===== config.mk =====
export PLATFORM = sky130hd
export DESIGN_NAME = gate_ctrl
export DESIGN_NICKNAME = d
export VERILOG_FILES = /design/src/rtl/traffic_pkg.sv /design/src/rtl/gate_tick_counter.sv /design/src/rtl/gate_ctrl.sv
export SDC_FILE = /design/constraint.sdc
export NUM_CORES = 1
export LEC_CHECK = 0
export BUFFER_PORTS_ARGS = -buffer_cell sky130_fd_sc_hd__buf_2
export CORE_MARGIN = 3
export CORE_UTILIZATION = 25
export CTS_BUF_LIST = sky130_fd_sc_hd__clkbuf_8
export CTS_CLUSTER_SIZE = 16
export DETAILED_ROUTE_END_ITERATION = 16
export PLACE_DENSITY = 0.55
export SETUP_SLACK_MARGIN = 0.15
export SLEW_MARGIN = 20
export SYNTH_ARGS = -nofsm -noshare
export SYNTH_HDL_FRONTEND = slang
export SYNTH_SLANG_ARGS = --single-unit
export TNS_END_PERCENT = 1

===== constraint.sdc =====
create_clock -name clk -period 1.9 [get_ports clk]
set_input_delay 0.19 -clock clk [delete_from_list [all_inputs] [get_ports clk]]
set_output_delay 0.19 -clock clk [all_outputs]
set_load 0.01 [all_outputs]

===== src/rtl/traffic_pkg.sv =====
// traffic_pkg: light encoding shared with traffic_fsm and the barrier-gate state codes
package traffic_pkg;

    localparam logic [1:0] RED    = 2'b00;
    localparam logic [1:0] GREEN  = 2'b01;
    localparam logic [1:0] YELLOW = 2'b10;

    typedef enum logic [2:0] {
        ST_CLOSED  = 3'd0,
        ST_OPENING = 3'd1,
        ST_OPEN    = 3'd2,
        ST_WARN    = 3'd3,
        ST_CLOSING = 3'd4,
        ST_FAULT   = 3'd7
    } gate_state_t;

endpackage


===== src/rtl/gate_tick_counter.sv =====
// gate_tick_counter: 8-bit saturating tick counter with clear and hold
module gate_tick_counter (
    input  logic       clk,
    input  logic       rst,
    input  logic       tick,
    input  logic       clr,
    input  logic       hold,
    output logic [7:0] cnt
);

    logic [7:0] cnt_d, cnt_q;

    // clear wins over counting; saturate at 255
    always_comb begin
        cnt_d = clr ? 8'd0 : (tick && !hold && cnt_q != 8'hff) ? cnt_q + 8'd1 : cnt_q;
    end

    // counter register
    always_ff @(posedge clk) begin
        if (rst) cnt_q <= 8'd0;
        else     cnt_q <= cnt_d;
    end

    assign cnt = cnt_q;

endmodule


===== src/rtl/gate_ctrl.sv =====
// gate_ctrl: barrier-gate FSM driven by the traffic light phase, with limit/obstacle/timeout handling
module gate_ctrl
    import traffic_pkg::*;
#(
    parameter int WARN_TICKS   = 3,
    parameter int MOVE_TIMEOUT = 10
) (
    input  logic       clk,
    input  logic       rst,
    input  logic       tick,
    input  logic [1:0] light_state,
    input  logic       lim_open,
    input  logic       lim_closed,
    input  logic       obstacle,
    output logic       motor_up,
    output logic       motor_dn,
    output logic       buzzer,
    output logic       pass_ok,
    output logic       fault,
    output logic [2:0] gate_state
);

    localparam logic [7:0] WARN_LAST = 8'(WARN_TICKS - 1);
    localparam logic [7:0] MOVE_LAST = 8'(MOVE_TIMEOUT - 1);

    gate_state_t state_d, state_q;
    logic [7:0]  tick_cnt;
    logic        green, move_to, cnt_clr, cnt_hold;

    assign green   = light_state == GREEN;
    assign move_to = tick && tick_cnt == MOVE_LAST;

    // next-state logic; contradictory limit switches override everything except FAULT
    always_comb begin
        state_d = state_q;
        if (state_q != ST_FAULT && lim_open && lim_closed) begin
            state_d = ST_FAULT;
        end else begin
            case (state_q)
                ST_CLOSED:  state_d = green ? ST_OPENING : !lim_closed ? ST_CLOSING : ST_CLOSED;
                ST_OPENING: state_d = lim_open ? ST_OPEN : move_to ? ST_FAULT : ST_OPENING;
                ST_OPEN:    state_d = green ? ST_OPEN : ST_WARN;
                ST_WARN:    state_d = green ? ST_OPEN
                                    : (!obstacle && tick && tick_cnt == WARN_LAST) ? ST_CLOSING : ST_WARN;
                ST_CLOSING: state_d = lim_closed ? ST_CLOSED : obstacle ? ST_OPENING
                                    : move_to ? ST_FAULT : ST_CLOSING;
                ST_FAULT:   state_d = ST_FAULT;
                default:    state_d = ST_FAULT;
            endcase
        end
    end

    // counter restarts on any state change and is pinned at zero while an obstacle delays the close
    always_comb begin
        cnt_clr  = (state_d != state_q) || (state_q == ST_WARN && !green && obstacle);
        cnt_hold = state_q == ST_FAULT;
    end

    gate_tick_counter u_cnt (
        .clk  (clk),
        .rst  (rst),
        .tick (tick),
        .clr  (cnt_clr),
        .hold (cnt_hold),
        .cnt  (tick_cnt)
    );

    // state register
    always_ff @(posedge clk) begin
        if (rst) state_q <= ST_CLOSED;
        else     state_q <= state_d;
    end

    assign motor_up   = state_q == ST_OPENING;
    assign motor_dn   = state_q == ST_CLOSING;
    assign buzzer     = state_q == ST_WARN || state_q == ST_CLOSING || state_q == ST_FAULT;
    assign pass_ok    = state_q == ST_OPEN;
    assign fault      = state_q == ST_FAULT;
    assign gate_state = state_q;

endmodule


==> flow_metrics.py, run 1 <==
metrics = {
    "status": {
        "status": "finished clean",
    },
    "synthesis": {
        "synthSimpleGateAreaFrac": 0.3699,
        "synth_top_family_by_area": "simple AND/OR/NAND/NOR gates",
        "postSynthCellCount": 104,
        "synth_nets": 115,
        "synth_area_leaders": "dfxtp_1 27%, nor2_1 8.2%, xnor2_1 6.4%",
        "yosysSeqAreaShare": 0.2679,
        "synth_compound_area_frac": 0.1766,
        "synth_ff_type": "dfxtp_1",
        "synth_xor_area_frac": 0.07458,
        "synth-edff-count": 0,
        "synthArstFlopShare": 0,
        "ys.warnings.count": 0,
        "ys_types": 38,
        "avgSynthCellArea_um2": 7.904,
        "yosysTopAreaCellShare": 0.2679,
        "synth_top_cell_by_area": "dfxtp_1",
        "yosys.area_share.adder": 0.04566,
        "ys_ff_latch": 11,
        "netlist_area_um2": 822.0,
        "synthMuxAreaShare": 0.01218,
    },
    "critical_path": {
        "worstPathArrival_ns": 1.94,
        "rrSetupSlack_ns": 0.07,
        "crit_path_start_kind": "register",
        "cp_data_required_time_ns": 2.02,
        "crit_path_max_fanout": 8,
        "cp-end-kind": "register",
        "critPathKind": "reg2reg",
        "path_cells": "inv_2 -> ha_1 -> nor3b_4 -> nand4b_2 -> and2b_1 -> o31a_1 -> o211ai_4 -> nor2_1",
        "cp_slowest_stage_delay_ns": 0.35,
        "crit_path_top_delay_cell": "dfxtp_2",
        "path_depth": 8,
        "r2r_cells": 8,
        "crit_family": "compound AO/OA/AOI/OAI gates",
        "crit_buf_inv": 1,
    },
    "floorplanning": {
        "io_pins": 16,
        "core-area_um2": 3103,
        "num_rows": 20,
        "fp.dieW_um": 63.34,
        "die-height_um": 63.34,
        "start_util": 0.2649,
        "fp.dieArea_um2": 4012,
    },
    "global_route": {
        "grt_max_degree": 11,
        "overflow": 0,
        "grt_antenna_before_repair": 0,
        "grt_usage": 0.1180,
        "grt_pass1_wl_um": 3760,
        "grt_pass1_vias": 830,
    },
    "detailed_routing": {
        "route.vias.total": 887,
        "drc_errors": 0,
        "ant_nets": 0,
        "routedWlPerCell_um": 12.52,
        "drt_pass1_iterations": 4,
        "drt_iter0_drc": 52,
        "routed_via_density": 4.983,
        "wirelength_um": 2229,
    },
    "sta": {
        "finalMaxSlewViolations": 0,
        "period_share": 0.9615,
        "fin_skew_ns": 0.0009238,
        "fmax_mhz": 547.4,
        "hold_viol": 0,
        "rsz0062_at_grt": "yes",
        "hold-worst-slack_ns": 0.1740,
        "tightest_slew_ns": 0.3387,
        "fin_crit_ns": 1.827,
        "slew_headroom": 0.7723,
        "fin_ws_ns": 0.07307,
        "setup-violations-final": 0,
    },
    "flow_run": {
        "drv_cap": 0,
    },
    "layout": {
        "nNetsFinal": 146,
        "syn2layout_area_growth_pct": 38.81,
        "num-fill-cells": 348,
        "utilization": 0.3677,
        "layout-drive-gt1-share": 0.3806,
        "diodes": 0,
        "final-instance-count-excl-fill": 178,
    },
    "pwr": {
        "switchingPower_w": 0.0002286,
        "power_frac_comb": 0.309,
        "p_per_area_nw_per_um2": 623.6,
        "power.leakage_nw": 0.4530,
        "p_seq_frac": 0.374,
        "vdd_drop_max_mv": 0.5369,
        "power.internal_w": 0.0004830,
        "p_sw_frac": 0.3212,
        "clkPwrFrac": 0.317,
    },
    "hold_path": {
        "holdPathStages": 2,
        "hp-class": "in2reg",
    },
    "cts": {
        "cts-htree-levels": 1,
        "cts_made_buffers": 3,
        "cts_root_buf": "clkbuf_8",
        "cts_tree": "done",
        "clk_pin_slew_worst_paths_ns": 0.05,
        "insertion_delay_ns": 0.23,
        "clock_sinks": 11,
        "clockBufferDepth": 2,
    },
    "placement": {
        "place_inst": 171,
        "port_buffers": 15,
        "post-place-ws_ns": -0.04775,
        "place.gp.congestion": 0.8369,
        "dp_hpwl_um": 1624,
    },
}
area by class of cell:
cell class	instances	area (µm²)	area share
Sequential cell	11	227.7	0.1996
Timing Repair Buffer	30	187.7	0.1645
Tap cell	44	55.05	0.04825
Inverter	6	22.52	0.01974
Clock buffer	3	41.29	0.03618
Clock inverter	1	3.754	0.003289
Multi-Input combinational cell	83	603.1	0.5285
through the flow:
step / total power [W] / setup TNS (ns) / instance area [µm²]
2_1_floorplan: 0.0003880 / 0 / 822.0
3_3_place_gp: 0.0004629 / 0 / 1021
3_5_place_dp: 0.0004643 / -0.3005 / 1021
4_1_cts: 0.0007049 / 0 / 1115
5_1_grt: 0.0007518 / -0.3151 / 1141
6_report: 0.0007115 / 0 / 1141
cells by family (layout without fill, tap and decap cells):
kind of cell             after synthesis  after routing
XOR/XNOR                               7              7
multiplexers                           1              1
AND/OR/NAND/NOR                       53             53
AO/OA/AOI/OAI                         19             19
flip-flops                            11             11
adder cells (fa/ha/maj)                3              3
buffers and inverters                 10             40
worst register-to-register path: stages, from the launching register on:
cell	delay (ns)
dfxtp_2	0.35
inv_2	0.04
ha_1	0.19
nor3b_4	0.15
nand4b_2	0.10
and2b_1	0.22
o31a_1	0.28
o211ai_4	0.29
nor2_1	0.08
final timing paths:
| check | start | to |
|---|---|---|
| min | rst | gate_state[0]$_SDFF_PP0_ |
| min reg2reg | u_cnt.cnt[6]$_SDFFE_PP0P_ | u_cnt.cnt[6]$_SDFFE_PP0P_ |
| max | u_cnt.cnt[0]$_SDFFE_PP0P_ | u_cnt.cnt[3]$_SDFFE_PP0P_ |
| max reg2reg | u_cnt.cnt[0]$_SDFFE_PP0P_ | u_cnt.cnt[3]$_SDFFE_PP0P_ |
synth_stat cells (2+ instances only):
master,count
inv_1,6
o211ai_1,2
nor2_1,18
ha_1,3
xnor2_1,6
nand3_1,7
buf_2,2
nor2b_1,3
nand2_1,6
o31ai_1,2
nand2b_1,3
or4b_1,2
o211ai_2,2
o21ai_0,2
dfxtp_1,11
a21oi_1,4
nor3_1,4
power by group through the flow:
stage          clock [W]  combinational [W]  sequential (W)
3_3_place_gp           0           0.000195        0.000268
3_5_place_dp           0           0.000196        0.000268
6_report        0.000226           0.000220        0.000266
2_1_floorplan          0           0.000127        0.000261
5_1_grt         0.000243           0.000240        0.000268
4_1_cts         0.000230           0.000210        0.000265
cell usage in the layout (no fill, tap or decap), types with 4 or more instances in the layout:
| cell type | count |
|---|---|
| dfxtp_1 | 5 |
| nor2_1 | 18 |
| nand3_1 | 7 |
| nand2_1 | 6 |
| dfxtp_2 | 6 |
| buf_2 | 15 |
| inv_1 | 6 |
| a21oi_1 | 4 |
| xnor2_1 | 6 |
| buf_4 | 15 |
metal layers:
metal  up-vias  track usage  share of wire
li1        429            -              -
met1       417       0.1514           0.43
met2        37       0.1864           0.47
met3         4      0.04100          0.082
met4         0      0.03235          0.012
met5         -            0              0
state kept, by name (all words and copies together) (netlist names):
register and cells:
gate_state 3, u_cnt.cnt 8
timing repair:
action                                  4_1_cts  5_1_grt
gates cloned                                  0        0
resized for setup                             9        5
pin swaps                                     8        2
endpoints found under the hold margin         0        0
endpoints found under the setup margin        8        8
setup buffers                                 3        0
hold buffers                                  0        0
Note: power is estimated with default switching activity, not from simulation.
==> run 2: changes to the inputs <==
--- a/config.mk
+++ b/config.mk
@@ -16,5 +16,6 @@
 export SLEW_MARGIN = 20
 export SYNTH_ARGS = -nofsm -noshare
 export SYNTH_HDL_FRONTEND = slang
+export SYNTH_HIERARCHICAL = 1
 export SYNTH_SLANG_ARGS = --single-unit
 export TNS_END_PERCENT = 1
==> run 2 against run 1 <==
  * The run now ends with setup timing left
  * Sequential share of layout area fell by 1.4 points
  * Utilization grew 2.5 points
  * Routed wire length rose by 10%
  * Clock power grew 5%
  * Power up 7.7%
  * Via count up 9.1%
  * Critical path depth unchanged
  * Die area increased by 1.1%
  * Global-route usage increased by 0.64 points
  * Setup slack worse by 0.083 ns
  * Register-to-register slack lost 0.08 ns
  * Largest power group is now combinational cells
==> flow_metrics.py, run 2 <==
metrics = {
    "status": {
        "status": "finished with violations",
        "violations": "setup timing",
    },
    "sta": {
        "fmax_mhz": 523.5,
        "finalMaxSlewViolations": 0,
        "tightest_slew_ns": 0.3796,
        "slew_headroom": 0.7463,
        "fin_setup_tns_ns": -0.03177,
        "period_share": 1.005,
        "hold_viol": 0,
        "fin_skew_ns": 0.001847,
        "fin_ws_ns": -0.01019,
        "rsz0062_at_grt": "yes",
        "fin_crit_ns": 1.910,
        "hold-worst-slack_ns": 0.1417,
        "setup-violations-final": 5,
    },
    "cts": {
        "clockBufferDepth": 2,
        "hold_buffers": 0,
        "insertion_delay_ns": 0.24,
        "cts_root_buf": "clkbuf_8",
        "clock_sinks": 11,
        "clk_pin_slew_worst_paths_ns": 0.05,
        "cts-htree-levels": 1,
        "cts_tree": "done",
        "cts_made_buffers": 3,
        "post_cts_buffers": 0,
    },
    "critical_path": {
        "crit_path_max_fanout": 5,
        "critPathKind": "reg2reg",
        "crit_path_start_kind": "register",
        "cp-end-kind": "register",
        "cp_data_required_time_ns": 2.03,
        "r2r_cells": 8,
        "worstPathArrival_ns": 2.04,
    },
    "synthesis": {
        "avgSynthCellArea_um2": 7.924,
        "yosysTopAreaCellShare": 0.2647,
        "ys_types": 42,
        "synth_most_common_cell": "nor2_1",
        "synthArstFlopShare": 0,
        "yosys-top-cells-count": "13 x nor2_1, 11 x dfxtp_1, 9 x a21oi_1",
        "synth_area_leaders": "dfxtp_1 26%, nor2b_1 6.0%, nor2_1 5.9%",
        "synth_ff_type": "dfxtp_1",
        "netlist_area_um2": 832.0,
        "ys_ff_latch": 11,
        "synth-edff-count": 0,
        "yosysSeqAreaShare": 0.2647,
        "synth_nets": 114,
        "postSynthCellCount": 105,
        "ys.warnings.count": 6,
        "synth_top_cell_by_area": "dfxtp_1",
    },
    "floorplanning": {
        "fp.dieW_um": 63.69,
        "io_pins": 16,
        "num_rows": 20,
        "die-height_um": 63.69,
        "start_util": 0.2681,
        "fp.dieArea_um2": 4056,
        "core-area_um2": 3103,
    },
    "global_route": {
        "grt_max_degree": 12,
        "grt_pass1_wl_um": 4174,
        "grt_antenna_before_repair": 0,
        "grt_usage": 0.1244,
        "overflow": 0,
        "grt_pass1_vias": 954,
    },
    "layout": {
        "layout-drive-gt1-share": 0.4247,
        "diodes": 0,
        "final-instance-count-excl-fill": 190,
        "nNetsFinal": 156,
        "syn2layout_area_growth_pct": 46.62,
        "mostFrequentLayoutCell": "buf_4",
        "final_area_um2": 1220,
        "num-fill-cells": 331,
        "final_cell_mix": "25 x buf_4, 15 x buf_2, 13 x nor2_1",
        "largest_reg_flops": 8,
    },
    "detailed_routing": {
        "wirelength_um": 2454,
        "ant_nets": 0,
        "drc_errors": 0,
        "drt_iter0_drc": 39,
        "drt_pass1_iterations": 4,
        "route.vias.total": 968,
        "routedWlPerCell_um": 12.92,
        "routed_via_density": 5.095,
    },
    "pwr": {
        "p_sw_frac": 0.3153,
        "switchingPower_w": 0.0002415,
        "vdd_drop_max_mv": 0.4921,
        "power_frac_comb": 0.353,
        "total_power_w": 0.0007660,
        "p_seq_frac": 0.336,
        "clkPwrFrac": 0.311,
        "power.internal_w": 0.0005245,
        "p_per_area_nw_per_um2": 627.9,
        "power.leakage_nw": 0.5419,
    },
    "placement": {
        "place_inst": 186,
        "place.gp.congestion": 0.9633,
        "place_area_um2": 1139,
        "dp_hpwl_um": 1857,
        "port_buffers": 15,
    },
    "flow_run": {
        "drv_cap": 0,
    },
    "hold_path": {
        "hp-class": "in2reg",
        "holdPathStages": 2,
    },
}
==> run 2: changes by cell type in the layout (fill, tap and decap cells not counted), moves of 2 or more <==
cell / before / now
nand2b_1: 3 / 1
a211oi_2: 2 / 0
buf_4: 15 / 25
a21oi_1: 4 / 7
o21a_1: 0 / 2
o21ai_0: 2 / 5
or3_1: 1 / 3
xnor2_1: 6 / 0
nor2b_1: 3 / 8
inv_1: 6 / 4
nor2_1: 18 / 13
ha_1: 3 / 1
or4b_1: 2 / 0
nand3_1: 7 / 5
==> run 2: area by class of cell <==
class / instances / area [µm²] / area share
Clock inverter: 1 / 5.005 / 0.004103
Inverter: 4 / 15.01 / 0.01231
Tap cell: 44 / 55.05 / 0.04513
Multi-Input combinational cell: 86 / 603.1 / 0.4944
Sequential cell: 11 / 226.5 / 0.1856
Clock buffer: 3 / 41.29 / 0.03385
Timing Repair Buffer: 41 / 274.0 / 0.2246
==> run 2: path summary, 6_finish.rpt <==
path                             startpoint                        end  slack (ns)
setup / recovery  u_cnt/cnt[7]$_SDFFE_PP0P_  u_cnt/cnt[0]$_SDFFE_PP0P_       -0.01
hold / removal                          rst   gate_state[0]$_SDFF_PP0_        0.14
setup reg to reg  u_cnt/cnt[7]$_SDFFE_PP0P_  u_cnt/cnt[0]$_SDFFE_PP0P_       -0.01
hold reg to reg   u_cnt/cnt[6]$_SDFFE_PP0P_  u_cnt/cnt[2]$_SDFFE_PP0P_        0.63
==> run 2: kinds of logic after synthesis <==
family	after synthesis	share of synthesized area
and+or+nand+nor	50	0.3654
AOI/OAI and AO/OA	30	0.2541
DFF	11	0.2647
buffers and inverters	8	0.04210
muxes	3	0.03759
xor gates and xnor gates	2	0.02106
adders and majority gates	1	0.01504
==> run 2: metal layers <==
metal	vias up	track usage	wire [µm]
li1	475	-	-
met1	446	0.1686	1149
met2	40	0.1956	1094
met3	7	0.03030	164
met4	0	0.03235	45
met5	-	0	0
==> run 2: through the flow <==
step	setup slack [ns]	utilization
3_3_place_gp	-0.06958	0.3669
3_5_place_dp	-0.09893	0.3669
6_report	-0.01019	0.3931
2_1_floorplan	-0.06041	-
5_1_grt	-0.06007	0.3931
4_1_cts	0.01648	0.3907
==> run 2: power groups by stage <==
stage | combinational [W] | sequential [W] | clock, W
6_report | 0.000270 | 0.000258 | 0.000238
5_1_grt | 0.000292 | 0.000259 | 0.000258
4_1_cts | 0.000265 | 0.000256 | 0.000249
3_5_place_dp | 0.000245 | 0.000261 | 0
3_3_place_gp | 0.000246 | 0.000260 | 0
2_1_floorplan | 0.000134 | 0.000262 | 0
==> run 2: critical path, cell delays in order, from the launching register on <==
cell	delay, ns
dfxtp_2	0.33
nor4_4	0.28
nand4_1	0.20
or3_1	0.42
o21a_1	0.14
o2111ai_2	0.09
or2_4	0.17
buf_6	0.12
nor2_1	0.05
==> run 2: timing repair <==
action	CTS	global route
resized for setup	9	3
endpoints found under the setup margin	8	8
pin swaps	5	2
==> run 3: changes to the inputs <==
--- a/config.mk
+++ b/config.mk
@@ -11,7 +11,7 @@
 export CTS_BUF_LIST = sky130_fd_sc_hd__clkbuf_8
 export CTS_CLUSTER_SIZE = 16
 export DETAILED_ROUTE_END_ITERATION = 16
-export PLACE_DENSITY = 0.55
+export PLACE_DENSITY = 0.53
 export SETUP_SLACK_MARGIN = 0.15
 export SLEW_MARGIN = 20
 export SYNTH_ARGS = -nofsm -noshare
==> constraint.sdc (replaced) <==
create_clock -name clk -period 2.4 [get_ports clk]
set_input_delay 0.24 -clock clk [delete_from_list [all_inputs] [get_ports clk]]
set_output_delay 0.24 -clock clk [all_outputs]
set_load 0.01 [all_outputs]
==> run 3 against run 2 <==
  * The flow now finishes without violations
  * Setup slack better by 0.34 ns
  * Via count is 13% lower
  * Final cell count down 12%
  * Non-clock buffer count fell by 23
  * Utilization is 6.7 points lower
  * Largest cell class unchanged
  * Largest power group is now sequential cells
==> flow_metrics.py, run 3 (synthesis gave the netlist of run 2 again) <==
metrics = {
    "sta": {
        "fmax_mhz": 484.0,
        "hold_viol": 0,
        "setup-violations-final": 0,
        "tightest_slew_ns": 0.4222,
        "fin_crit_ns": 2.066,
        "period_share": 0.8609,
        "rsz0062_at_grt": "no",
        "finalMaxSlewViolations": 0,
        "fin_setup_tns_ns": 0,
        "slew_headroom": 0.7181,
        "fin_skew_ns": 0.002536,
    },
    "layout": {
        "final-instance-count-excl-fill": 167,
        "num-fill-cells": 365,
        "mostFrequentLayoutCell": "buf_2",
        "final_cell_mix": "15 x buf_2, 13 x nor2_1, 10 x dfxtp_1",
        "nNetsFinal": 133,
        "utilization": 0.3266,
        "diodes": 0,
        "largest_reg_flops": 8,
        "multi_input_area_um2": 579.3,
        "seq_area_um2": 221.5,
        "layout-drive-gt1-share": 0.2358,
        "syn2layout_area_growth_pct": 21.80,
    },
    "cts": {
        "hold_buffers": 0,
        "cts_tree": "done",
        "clock_sinks": 11,
        "insertion_delay_ns": 0.24,
        "cts-htree-levels": 1,
        "clk_pin_slew_worst_paths_ns": 0.05,
        "cts_root_buf": "clkbuf_8",
        "cts_made_buffers": 3,
        "clockBufferDepth": 2,
    },
    "pwr": {
        "p_per_area_nw_per_um2": 521.0,
        "power.leakage_nw": 0.4151,
        "vdd_drop_max_mv": 0.2065,
    },
    "global_route": {
        "grt_pass1_wl_um": 3353,
        "grt_pass1_vias": 754,
        "grt_antenna_before_repair": 0,
        "grt_max_degree": 15,
        "grt_usage": 0.1039,
        "overflow": 0,
    },
    "placement": {
        "place_inst": 161,
        "port_buffers": 15,
        "dp_hpwl_um": 1462,
        "place.gp.congestion": 0.8545,
    },
    "critical_path": {
        "critPathKind": "reg2reg",
        "crit_path_max_fanout": 8,
        "worstPathArrival_ns": 2.18,
        "timing.rr.start": "u_cnt/cnt[2]$_SDFFE_PP0P_",
        "path_cells": "nor4_4 -> nand4_1 -> buf_4 -> or3_1 -> o21a_1 -> o2111ai_1 -> or2_4 -> nor3_1",
        "rrSetupSlack_ns": 0.33,
        "cp-end-kind": "register",
        "regToRegEndpoint": "u_cnt/cnt[7]$_SDFFE_PP0P_",
        "crit_path_start_kind": "register",
        "cp_slowest_stage_delay_ns": 0.38,
        "r2r_cells": 8,
        "cp_data_required_time_ns": 2.52,
        "crit_path_top_delay_cell": "dfxtp_1",
    },
    "floorplanning": {
        "core-area_um2": 3103,
        "start_util": 0.2681,
        "num_rows": 20,
        "die-height_um": 63.69,
        "fp.dieArea_um2": 4056,
        "fp.dieW_um": 63.69,
        "io_pins": 16,
    },
    "detailed_routing": {
        "wirelength_um": 1936,
        "routed_via_density": 5.054,
        "routedWlPerCell_um": 11.59,
        "route.vias.total": 844,
        "drc_errors": 0,
        "drt_pass1_iterations": 4,
        "ant_nets": 0,
        "drt_iter0_drc": 100,
    },
    "hold_path": {
        "hp-class": "in2reg",
        "hold_end": "gate_state[0]$_SDFF_PP0_",
        "hp-start": "rst",
        "holdPathStages": 2,
    },
    "flow_run": {
        "drv_cap": 0,
    },
    "status": {
        "status": "finished clean",
    },
}
run 3: cell count changes in the layout (fill, tap and decap cells not counted), sizes merged:
| cell | previous run | this run |
|---|---|---|
| inv | 4 | 5 |
| buf | 41 | 18 |
| clkinv | 1 | 0 |
run 3: per-stage QoR:
step / worst slack (ns) / hold slack, ns / total power (W) / instance area [µm²]
floorplan: 0.3941 / 0.3091 / 0.0003089 / 832.0
global placement: 0.2533 / 0.4508 / 0.0003499 / 949.7
detailed placement: 0.2517 / 0.4543 / 0.0003492 / 949.7
CTS: 0.2143 / 0.1983 / 0.0005355 / 994.7
global route: 0.1828 / 0.2013 / 0.0005661 / 1013
finish: 0.3339 / 0.2015 / 0.0005280 / 1013
run 3: worst max path at each step:
stage	from	to	slack (ns)	cells after the start
6_report	u_cnt/cnt[2]$_SDFFE_PP0P_	u_cnt/cnt[7]$_SDFFE_PP0P_	0.33	8
5_1_grt	u_cnt/cnt[2]$_SDFFE_PP0P_	u_cnt/cnt[6]$_SDFFE_PP0P_	0.18	8
4_1_cts	gate_state[0]$_SDFF_PP0_	u_cnt/cnt[6]$_SDFFE_PP0P_	0.21	7
3_5_place_dp	gate_state[0]$_SDFF_PP0_	u_cnt/cnt[6]$_SDFFE_PP0P_	0.25	7
3_3_place_gp	gate_state[0]$_SDFF_PP0_	u_cnt/cnt[6]$_SDFFE_PP0P_	0.25	7
2_1_floorplan	gate_state[1]$_SDFF_PP0_	u_cnt/cnt[6]$_SDFFE_PP0P_	0.39	8
run 3: timing repair:
action | CTS | global route
setup buffers | 0 | 2
resized for setup | 0 | 2
endpoints found under the setup margin | 0 | 3
run 3: layout make-up:
type / count / area share
clock buffer: 3 / 0.04074
multi-input combinational: 86 / 0.5716
sequential: 11 / 0.2185
clock inverter: 1 / 0.003704
tap: 44 / 0.05432
timing repair buffer: 18 / 0.09630
inverter: 4 / 0.01481
run 3: report_power, final:
part           internal, W  switching, W
registers         0.000192     0.0000214
clock network     0.000112     0.0000673
logic            0.0000624     0.0000726
total             0.000367      0.000161
run 3: worst max-delay path, delay by kind of cell (launching register included):
kind / cells / cell delay [ns]
and+or+nand+nor: 5 / 1.17
DFF: 1 / 0.38
AOI/OAI and AO/OA: 2 / 0.19
buffers and inverters: 1 / 0.20
run 3: per-layer routing:
| layer | routed length, µm | vias to the layer above | global-route usage |
|---|---|---|---|
| li1 | - | 428 | - |
| met1 | 945 | 389 | 0.1329 |
| met4 | 46 | 0 | 0.05930 |
| met5 | 0 | - | 0 |
| met3 | 99 | 5 | 0.02674 |
| met2 | 845 | 22 | 0.1565 |
